===== config.mk =====
export PLATFORM = sky130hd
export DESIGN_NAME = prog_ud_counter
export DESIGN_NICKNAME = d
export VERILOG_FILES = /design/src/rtl/counter_pkg.sv /design/src/rtl/prog_ud_counter_next.sv /design/src/rtl/prog_ud_counter.sv
export SDC_FILE = /design/constraint.sdc
export NUM_CORES = 1
export LEC_CHECK = 0
export BUFFER_PORTS_ARGS = -buffer_cell sky130_fd_sc_hd__buf_2
export CORE_UTILIZATION = 40
export CTS_BUF_LIST = sky130_fd_sc_hd__clkbuf_4 sky130_fd_sc_hd__clkbuf_8 sky130_fd_sc_hd__clkbuf_16
export DETAILED_ROUTE_END_ITERATION = 16
export GPL_TIMING_DRIVEN = 0
export REMOVE_ABC_BUFFERS = 1
export SYNTH_ARGS = -nofsm -noshare
export SYNTH_HDL_FRONTEND = slang
export SYNTH_SLANG_ARGS = --single-unit

===== constraint.sdc =====
create_clock -name clk -period 5.7 [get_ports clk]
set_clock_uncertainty 0.2 [all_clocks]
set_input_delay 0.285 -clock clk [delete_from_list [all_inputs] [get_ports clk]]
set_output_delay 0.285 -clock clk [all_outputs]
set_load 0.01 [all_outputs]

===== src/rtl/counter_pkg.sv =====
// rtl/counter_pkg.sv - shared direction and boundary-mode encodings for counters
package counter_pkg;

  typedef enum logic {
    DIR_UP   = 1'b0,
    DIR_DOWN = 1'b1
  } dir_e;

  typedef enum logic {
    MODE_WRAP = 1'b0,
    MODE_SAT  = 1'b1
  } mode_e;

endpackage


===== src/rtl/prog_ud_counter_next.sv =====
// rtl/prog_ud_counter_next.sv - combinational next count, terminal count and wrap event
module prog_ud_counter_next
  import counter_pkg::*;
#(
  parameter int WIDTH = 8
) (
  input  logic [WIDTH-1:0] count,
  input  logic [WIDTH-1:0] max_val,
  input  logic             dir,
  input  logic             sat_mode,
  output logic [WIDTH-1:0] next_count,
  output logic             next_tc,
  output logic             wrap
);

  always_comb begin
    next_count = count;
    next_tc    = 1'b0;
    wrap       = 1'b0;
    if (count > max_val) begin
      // max_val was lowered below the count: clamp silently, not a boundary event
      next_count = max_val;
    end else if (dir == DIR_DOWN) begin
      if (count == '0) begin
        next_tc = 1'b1;
        if (sat_mode == MODE_WRAP) begin
          next_count = max_val;
          wrap       = 1'b1;
        end
      end else begin
        next_count = count - 1'b1;
      end
    end else begin
      if (count == max_val) begin
        next_tc = 1'b1;
        if (sat_mode == MODE_WRAP) begin
          next_count = '0;
          wrap       = 1'b1;
        end
      end else begin
        next_count = count + 1'b1;
      end
    end
  end

endmodule


===== src/rtl/prog_ud_counter.sv =====
// rtl/prog_ud_counter.sv - programmable up/down counter with wrap/saturate and sticky overflow
module prog_ud_counter
  import counter_pkg::*;
#(
  parameter int WIDTH     = 8,
  parameter int RESET_VAL = 0
) (
  input  logic             clk,
  input  logic             reset,
  input  logic             en,
  input  logic             load,
  input  logic [WIDTH-1:0] load_val,
  input  logic             dir,
  input  logic             sat_mode,
  input  logic [WIDTH-1:0] max_val,
  input  logic             clr_ovf,
  output logic [WIDTH-1:0] count,
  output logic             tc,
  output logic             ovf,
  output logic             at_max,
  output logic             at_zero
);

  logic [WIDTH-1:0] next_count;
  logic             next_tc;
  logic             wrap;
  logic [WIDTH-1:0] load_clamped;
  logic             wrap_event;

  prog_ud_counter_next #(
    .WIDTH(WIDTH)
  ) u_next (
    .count      (count),
    .max_val    (max_val),
    .dir        (dir),
    .sat_mode   (sat_mode),
    .next_count (next_count),
    .next_tc    (next_tc),
    .wrap       (wrap)
  );

  assign load_clamped = (load_val > max_val) ? max_val : load_val;
  assign wrap_event   = en && !load && wrap;

  always_ff @(posedge clk) begin
    if (reset) begin
      count <= WIDTH'(RESET_VAL);
      tc    <= 1'b0;
    end else if (load) begin
      count <= load_clamped;
      tc    <= 1'b0;
    end else if (en) begin
      count <= next_count;
      tc    <= next_tc;
    end else begin
      tc    <= 1'b0;
    end
  end

  // a wrap in the same cycle as clr_ovf keeps the flag set
  always_ff @(posedge clk) begin
    if (reset) begin
      ovf <= 1'b0;
    end else if (wrap_event) begin
      ovf <= 1'b1;
    end else if (clr_ovf) begin
      ovf <= 1'b0;
    end
  end

  assign at_max  = (count == max_val);
  assign at_zero = (count == '0);

endmodule


==> insert_results.sql, run 1 <==
INSERT INTO impl_metrics (metric_group, metric, value, unit) VALUES
('clock_network', 'cts_hold_buf', '0', ''),
('power', 'fin_total_pwr', '0.000360', 'W'),
('placed_design', 'place.detailed.instances', '238', ''),
('clock_network', 'cts_htree_levels', '1', ''),
('worst_setup_path', 'worstSetupPathType', 'reg -> reg', ''),
('grt', 'globalRouteOverflowTotal', '0', ''),
('clock_network', 'cts-buffers-inserted', '3', ''),
('floorplanning', 'die_width', '60.2', 'um'),
('outcome', 'outcome', 'complete, no violations', ''),
('sta', 'max_slew.worst_pin.slew', '0.733', 'ns'),
('grt', 'grt.total_usage', '22.6', '%'),
('placed_design', 'buffer_ports.inserted', '34', ''),
('drt', 'dr_wl_met2', '1.76', 'mm'),
('worst_hold_path', 'hp-class', 'in -> reg', ''),
('drt', 'remaining_drcs', '0', ''),
('floorplanning', 'floorplan.initialDensity', '43.3', '%'),
('worst_setup_path', 'critPathCaptureType', 'flop', ''),
('drt', 'postRouteAntennaNets', '0', ''),
('worst_setup_path', 'critPathRequiredTime', '5.68', 'ns'),
('yosys', 'synth_largest_type_area_fraction', '17.6', '%'),
('sta', 'maxClockFrequency', '336', 'MHz'),
('sta', 'timing.setup.tns', '0', 'ns'),
('sta', 'layout_worst_path_cycle_share', '52.2', '%'),
('drt', 'routed-via-count', '1412', ''),
('worst_setup_path', 'cpMaxStageDelayCell', 'a211oi_4', ''),
('floorplanning', 'row_count', '20', ''),
('sta', 'setup_repair_after_global_routing_missed_its_margin', 'false', ''),
('yosys', 'async_flop_share', '0', '%'),
('finish', 'syn_to_final_growth', '15.8', '%'),
('yosys', 'synth_common_cells', 'ha_1, inv_1, nor2_1', ''),
('power', 'power.density', '229', 'mW/mm2'),
('floorplanning', 'floorplan.die_area', '0.00362', 'mm2'),
('clock_network', 'postCtsResizedCells', '0', ''),
('worst_setup_path', 'critPathMostFrequentCell', 'a221oi_1', ''),
('yosys', 'synth-compound-area-share', '32.3', '%'),
('drt', 'drt_wl_total', '3.72', 'mm'),
('worst_setup_path', 'critPathTopFamily', 'compound AO/OA/AOI/OAI gates', ''),
('finish', 'drive_above_1_share', '25.8', '%'),
('sta', 'final_max_slew_viol_count', '0', ''),
('drt', 'drtPass1Iterations', '5', ''),
('power', 'power.leakage', '0.742', 'nW'),
('sta', 'endpoints_failing_hold', '0', ''),
('yosys', 'ys_top_cells_by_area', 'ha_1, dfxtp_1, a211o_1', ''),
('sta', 'min_period', '2.98', 'ns'),
('clock_network', 'clock-root-buffer', 'clkbuf_4', ''),
('grt', 'grt_pass1_wl', '6.04', 'mm'),
('grt', 'grt_pass1_vias', '1282', ''),
('drt', 'topRoutingLayerUsed', 'met4', ''),
('clock_network', 'clk_latency', '0.27', 'ns'),
('yosys', 'synthMostInstantiatedCell', 'ha_1', ''),
('worst_setup_path', 'kind_of_launch_point_of_the_worst_setup_path', 'flop', ''),
('floorplanning', 'pin_count', '35', ''),
('finish', 'final_net_count', '241', ''),
('drt', 'drtIter0Drc', '63', ''),
('worst_setup_path', 'worstPathBufferInverterCount', '2', ''),
('yosys', 'prevailing_post_synth_register_cell', 'dfxtp_1', ''),
('yosys', 'synth_top_family_by_area', 'compound AO/OA/AOI/OAI gates', ''),
('worst_setup_path', 'critical_path.max_fanout', '18', ''),
('worst_setup_path', 'cp_slowest_stage_delay', '0.66', 'ns'),
('yosys', 'gate_count_of_the_mapped_netlist', '167', ''),
('drt', 'dr_wl_met3', '209', 'um'),
('sta', 'report.final.setup_viol', '0', ''),
('floorplanning', 'core_area', '0.00313', 'mm2'),
('sta', 'fin_worst_hold_slack', '0.0779', 'ns'),
('clock_network', 'cts.clk_slew.worst_paths', '0.07', 'ns'),
('drt', 'vias_per_instance', '5.83', ''),
('yosys', 'post_synth_fa_ha_maj_area_fraction', '17.6', '%'),
('yosys', 'netlist_area', '0.00135', 'mm2'),
('yosys', 'muxShareOfSynthArea', '2.96', '%'),
('clock_network', 'cts_num_sinks', '10', ''),
('clock_network', 'cts_tree', 'yes', '');
==> cell usage in the layout, fill, tap and decap left out, types with 5 or more instances in the layout <==
| master | n |
|---|---|
| buf_2 | 34 |
| ha_1 | 19 |
| inv_1 | 17 |
| nor2_1 | 12 |
| dfxtp_1 | 10 |
| a21oi_1 | 9 |
| nand3_1 | 8 |
| a211o_1 | 8 |
| a221oi_1 | 7 |
| o21ai_0 | 6 |
| xnor2_1 | 6 |
| o22ai_1 | 5 |
==> power by group <==
part           internal (W)  switching [W]
clock             0.0000389      0.0000267
combinational     0.0000858       0.000102
sequential        0.0000793      0.0000269
total              0.000204       0.000156
==> worst min-delay path: stages <==
cell and delay (ns):
buf_2 0.07, nand2b_1 0.09, a21oi_1 0.06
==> state kept, by name, indices dropped and copies added (netlist names) <==
name	flops
tc	1
ovf	1
count	8
==> layout make-up <==
cell class                 instances  area (um2)  share of cell area [%]
clock buffer                       4        36.3                    2.31
timing repair buffer              34         170                    10.9
multi-input combinational        132        1040                    66.2
inverter                          18        67.6                    4.31
sequential                        10         200                    12.8
tap                               44        55.1                    3.51
==> worst paths after layout <==
check / startpoint / end / slack (ns) / cells after the start
setup / recovery: count[0]$_SDFFE_PP0P_ / count[0]$_SDFFE_PP0P_ / 2.72 / 9
hold / removal: clr_ovf / ovf$_SDFFE_PP0P_ / 0.08 / 3
setup reg to reg: count[0]$_SDFFE_PP0P_ / count[0]$_SDFFE_PP0P_ / 2.72 / 9
hold reg to reg: ovf$_SDFFE_PP0P_ / ovf$_SDFFE_PP0P_ / 0.27 / 2
==> through the flow <==
step                setup slack [ns]  utilization (%)
floorplan                       3.08                -
global placement                2.83             49.0
detailed placement              2.79             49.0
CTS                             2.76             50.1
global route                    2.57             50.1
finish                          2.72             50.1
==> cells by family after synthesis <==
logic type / after synthesis
compound gates: 55
xor+xnor: 8
fa+ha+maj: 19
buf+inv: 25
flops: 10
mux: 4
simple gates: 46
==> per-layer routing <==
metal | track usage, % | up-vias
li1 | - | 697
met1 | 29.4 | 663
met2 | 37.0 | 40
met3 | 4.55 | 12
met4 | 6.98 | 0
met5 | 0 | -
Power figures use the tool's default switching activity.
==> inputs of run 2 (changes only) <==
--- a/config.mk
+++ b/config.mk
@@ -5,6 +5,7 @@
 export SDC_FILE = /design/constraint.sdc
 export NUM_CORES = 1
 export LEC_CHECK = 0
+export ABC_AREA = 1
 export BUFFER_PORTS_ARGS = -buffer_cell sky130_fd_sc_hd__buf_2
 export CORE_UTILIZATION = 40
 export CTS_BUF_LIST = sky130_fd_sc_hd__clkbuf_4 sky130_fd_sc_hd__clkbuf_8 sky130_fd_sc_hd__clkbuf_16
==> constraint.sdc (replaced) <==
create_clock -name clk -period 3.05 [get_ports clk]
set_clock_uncertainty 0.2 [all_clocks]
set_input_delay 0.1525 -clock clk [delete_from_list [all_inputs] [get_ports clk]]
set_output_delay 0.1525 -clock clk [all_outputs]
set_load 0.01 [all_outputs]
==> run 2 against run 1 <==
Core utilization increased by 0.11 points. Non-clock buffer count increased by 3. Final cell count is 47% higher. Clock power rose to 2.6 times the previous value. Sequential power is 69% higher. Synthesized area is 19% higher. Via count is 22% higher. Register-to-register slack got worse by 2.2 ns. Final area grew 21%. Total power up 100%. Global-route usage is 0.72 points lower. Die area rose by 19%. Largest cell class unchanged.
==> insert_results.sql, run 2 <==
INSERT INTO impl_metrics (metric_group, metric, value, unit) VALUES
('yosys', 'netlist_area', '0.00162', 'mm2'),
('clock_network', 'clk_path_buf_depth', '2', ''),
('outcome', 'outcome', 'complete, no violations', ''),
('clock_network', 'cts_tree', 'yes', ''),
('sta', 'final_max_slew_viol_count', '0', ''),
('finish', 'drive_above_1_share', '19.8', '%'),
('floorplanning', 'floorplan.die_area', '0.00430', 'mm2'),
('yosys', 'synth_largest_type_area_fraction', '20.2', '%'),
('sta', 'report.final.setup_viol', '0', ''),
('floorplanning', 'die_width', '65.5', 'um'),
('floorplanning', 'pin_count', '35', ''),
('placed_design', 'dp.final_hpwl', '3.35', 'mm'),
('grt', 'initial_antenna_violation_count', '0', ''),
('yosys', 'synth_simple_gate_area_share', '48.9', '%'),
('placed_design', 'place_congestion', '0.857', ''),
('drt', 'postRouteAntennaNets', '0', ''),
('worst_setup_path', 'critPathRequiredTime', '3.04', 'ns'),
('floorplanning', 'row_count', '22', ''),
('yosys', 'postSynthRegisterBits', '10', ''),
('clock_network', 'cts_htree_levels', '1', ''),
('grt', 'grt_start_max_net_pins', '12', ''),
('drt', 'vias_per_instance', '4.83', ''),
('finish', 'mostFrequentLayoutCell', 'nand2_1', ''),
('finish', 'seqCellArea', '200', 'um2'),
('yosys', 'yosysSeqAreaShare', '12.4', '%'),
('floorplanning', 'die_height', '65.5', 'um'),
('drt', 'routed-via-count', '1721', ''),
('worst_setup_path', 'series_of_cell_instances_along_the_critical_path', 'ha_1, nand2_1, nor2_1, nand2_2, nand2_2, nand2_1, a211oi_2, nand2_1, nand2_1, dlygate4sd3_1', ''),
('clock_network', 'cts-buffers-inserted', '3', ''),
('finish', 'layout.filler_cells', '406', ''),
('yosys', 'async_flop_share', '0', '%'),
('floorplanning', 'floorplan.initialDensity', '42.8', '%'),
('power', 'power.leakage', '1.13', 'nW'),
('yosys', 'muxShareOfSynthArea', '0', '%'),
('sta', 'layout_worst_path_cycle_share', '82.1', '%'),
('yosys', 'synth_top_family_by_area', 'simple AND/OR/NAND/NOR gates', ''),
('grt', 'grt.total_usage', '21.9', '%'),
('drt', 'drtIter0Drc', '104', ''),
('finish', 'diodes', '0', ''),
('floorplanning', 'core_area', '0.00377', 'mm2'),
('grt', 'globalRouteOverflowTotal', '0', ''),
('placed_design', 'buffer_ports.inserted', '34', ''),
('yosys', 'prevailing_post_synth_register_cell', 'dfxtp_1', ''),
('yosys', 'yosysWarnings', '0', ''),
('yosys', 'synth_largest_area_cell', 'nand2_1', ''),
('drt', 'remaining_drcs', '0', ''),
('finish', 'top_register', 'count', ''),
('power', 'clock_power_share', '23.5', '%'),
('sta', 'fin_worst_hold_slack', '0.0447', 'ns'),
('sta', 'timing.final.ws_setup', '0.547', 'ns'),
('yosys', 'post_synth_fa_ha_maj_area_fraction', '14.7', '%'),
('sta', 'min_period', '2.50', 'ns'),
('placed_design', 'dp_slack', '0.703', 'ns'),
('sta', 'maxClockFrequency', '399', 'MHz'),
('power', 'total_switching_power', '0.000329', 'W'),
('sta', 'setup_repair_after_global_routing_missed_its_margin', 'false', ''),
('yosys', 'synth-compound-area-share', '9.22', '%'),
('power', 'ir_worst_vdd', '0.238', 'mV'),
('finish', 'multi_input_area', '0.00121', 'mm2'),
('sta', 'timing.setup.tns', '0', 'ns'),
('sta', 'relative_slew_slack', '70.3', '%'),
('worst_setup_path', 'critical_path.max_fanout', '9', ''),
('worst_hold_path', 'hp-class', 'in -> reg', ''),
('grt', 'grt_pass1_wl', '7.11', 'mm'),
('yosys', 'synth.lib_cells_used.distinct', '32', ''),
('drt', 'routedWlPerCell', '11.4', 'um'),
('sta', 'endpoints_failing_hold', '0', ''),
('yosys', 'synthMostInstantiatedCell', 'nand2_1', ''),
('drt', 'drtPass1Iterations', '5', ''),
('finish', 'layout_common_cells', 'nand2_1, inv_1, nand3_1', ''),
('power', 'combPwrFrac', '52.2', '%'),
('finish', 'syn_to_final_growth', '17.3', '%'),
('worst_setup_path', 'critPathCaptureType', 'flop', ''),
('yosys', 'yosys.area_share.xor_xnor', '2.17', '%'),
('worst_setup_path', 'cp_slowest_stage_delay', '0.54', 'ns'),
('clock_network', 'post-cts-setup-buffers', '0', ''),
('yosys', 'syn_avg_cell_area', '5.94', 'um2'),
('grt', 'grt_pass1_vias', '1567', ''),
('finish', 'layout_top_registers', 'count: 8 flops, ovf: 1 flops, tc: 1 flops', ''),
('yosys', 'ys_top_cells_by_area', 'nand2_1, ha_1, dfxtp_1', ''),
('worst_setup_path', 'cpMaxStageDelayCell', 'dlygate4sd3_1', ''),
('yosys', 'synth-edff-count', '0', ''),
('worst_setup_path', 'critPathMostFrequentCell', 'nand2_1', ''),
('yosys', 'gate_count_of_the_mapped_netlist', '272', ''),
('clock_network', 'cts_num_sinks', '10', ''),
('power', 'power.sequential.fraction', '24.3', '%'),
('finish', 'final_net_count', '351', ''),
('finish', 'flip_flop_count_of_the_largest_register_all_copies_and_words_added', '8', ''),
('power', 'p_sw_share', '44.8', '%'),
('worst_setup_path', 'worstSetupPathType', 'reg -> reg', ''),
('clock_network', 'cts.clk_slew.worst_paths', '0.05', 'ns'),
('sta', 'max_slew.worst_pin.slew', '0.445', 'ns'),
('clock_network', 'clk_latency', '0.24', 'ns'),
('power', 'p_int', '0.000404', 'W'),
('worst_setup_path', 'kind_of_launch_point_of_the_worst_setup_path', 'flop', ''),
('yosys', 'synth_common_cells', 'nand2_1, inv_1, nand3_1', ''),
('flow_run', 'max-cap-violations', '0', ''),
('drt', 'drt_wl_total', '4.08', 'mm'),
('power', 'power.density', '387', 'mW/mm2'),
('worst_setup_path', 'arrival', '2.49', 'ns'),
('clock_network', 'clock-root-buffer', 'clkbuf_8', '');
run 2: cell count changes after synthesis, moves of 6 or more:
cell	previous run	this run
a21oi_1	9	15
inv_1	17	38
nand2_1	4	87
a221oi_1	7	0
nor2_1	12	18
a211o_1	8	0
nand3_1	8	36
run 2: repair_timing:
item | 4_1_cts | 5_1_grt
endpoints found under the hold margin | 2 | 0
gates resized for setup | 0 | 0
hold buffers | 3 | 0
run 2: logic make-up (layout without fill, tap and decap cells):
family / Yosys count / after routing
flip-flops: 10 / 10
AO/OA/AOI/OAI: 26 / 26
adder cells (fa/ha/maj): 19 / 19
XOR/XNOR: 4 / 4
AND/OR/NAND/NOR: 164 / 164
buffers and inverters: 49 / 85
run 2: power by group through the flow:
| stage | registers [W] | clock network [W] | logic, W |
|---|---|---|---|
| after global routing | 0.000183 | 0.000182 | 0.000441 |
| final | 0.000179 | 0.000172 | 0.000382 |
| after CTS | 0.000180 | 0.000177 | 0.000382 |
| after detailed placement | 0.000182 | 0 | 0.000378 |
| after global placement | 0.000183 | 0 | 0.000378 |
| after floorplan | 0.000179 | 0 | 0.000279 |
run 2: cell type report:
type / instances / area share, %
timing repair buffer: 37 / 10.6
tap: 48 / 3.17
multi-input combinational: 213 / 63.9
clock buffer: 4 / 2.91
sequential: 10 / 10.6
inverter: 44 / 8.85
run 2: final timing paths:
path / cells past startpoint / from / endpoint / slack (ns)
worst min register to register: 4 / count[7]$_SDFFE_PP0P_ / count[7]$_SDFFE_PP0P_ / 0.46
worst max register to register: 10 / count[2]$_SDFFE_PP0P_ / ovf$_SDFFE_PP0P_ / 0.55
worst min-delay path: 4 / reset / count[6]$_SDFFE_PP0P_ / 0.04
worst max-delay path: 10 / count[2]$_SDFFE_PP0P_ / ovf$_SDFFE_PP0P_ / 0.55
run 2: routing by layer:
layer / vias to the layer above / wire [um] / share of wire, % / track usage, %
met5: - / 0 / 0 / 0
met3: 6 / 192 / 4.7 / 3.82
met4: 0 / 54 / 1.3 / 6.52
met2: 46 / 1780 / 44 / 36.3
met1: 730 / 2050 / 50 / 28.6
li1: 939 / - / - / -
run 2: worst max-delay path: cells and delay by family (launching register included):
family / cells / cell delay [ns]
buffers and inverters: 1 / 0.54
DFF: 1 / 0.44
and+or+nand+nor: 7 / 0.70
AOI/OAI and AO/OA: 1 / 0.25
adders and majority gates: 1 / 0.34
run 2: through the flow:
| step | utilization (%) | total power [W] | area, um2 | cells |
|---|---|---|---|---|
| 5_1_grt | 50.2 | 0.000807 | 1890 | 356 |
| 4_1_cts | 50.2 | 0.000739 | 1890 | 356 |
| 2_1_floorplan | - | 0.000459 | 1580 | 267 |
| 3_5_place_dp | 48.0 | 0.000560 | 1810 | 349 |
| 6_report | 50.2 | 0.000733 | 1890 | 356 |
| 3_3_place_gp | 48.0 | 0.000560 | 1810 | 349 |
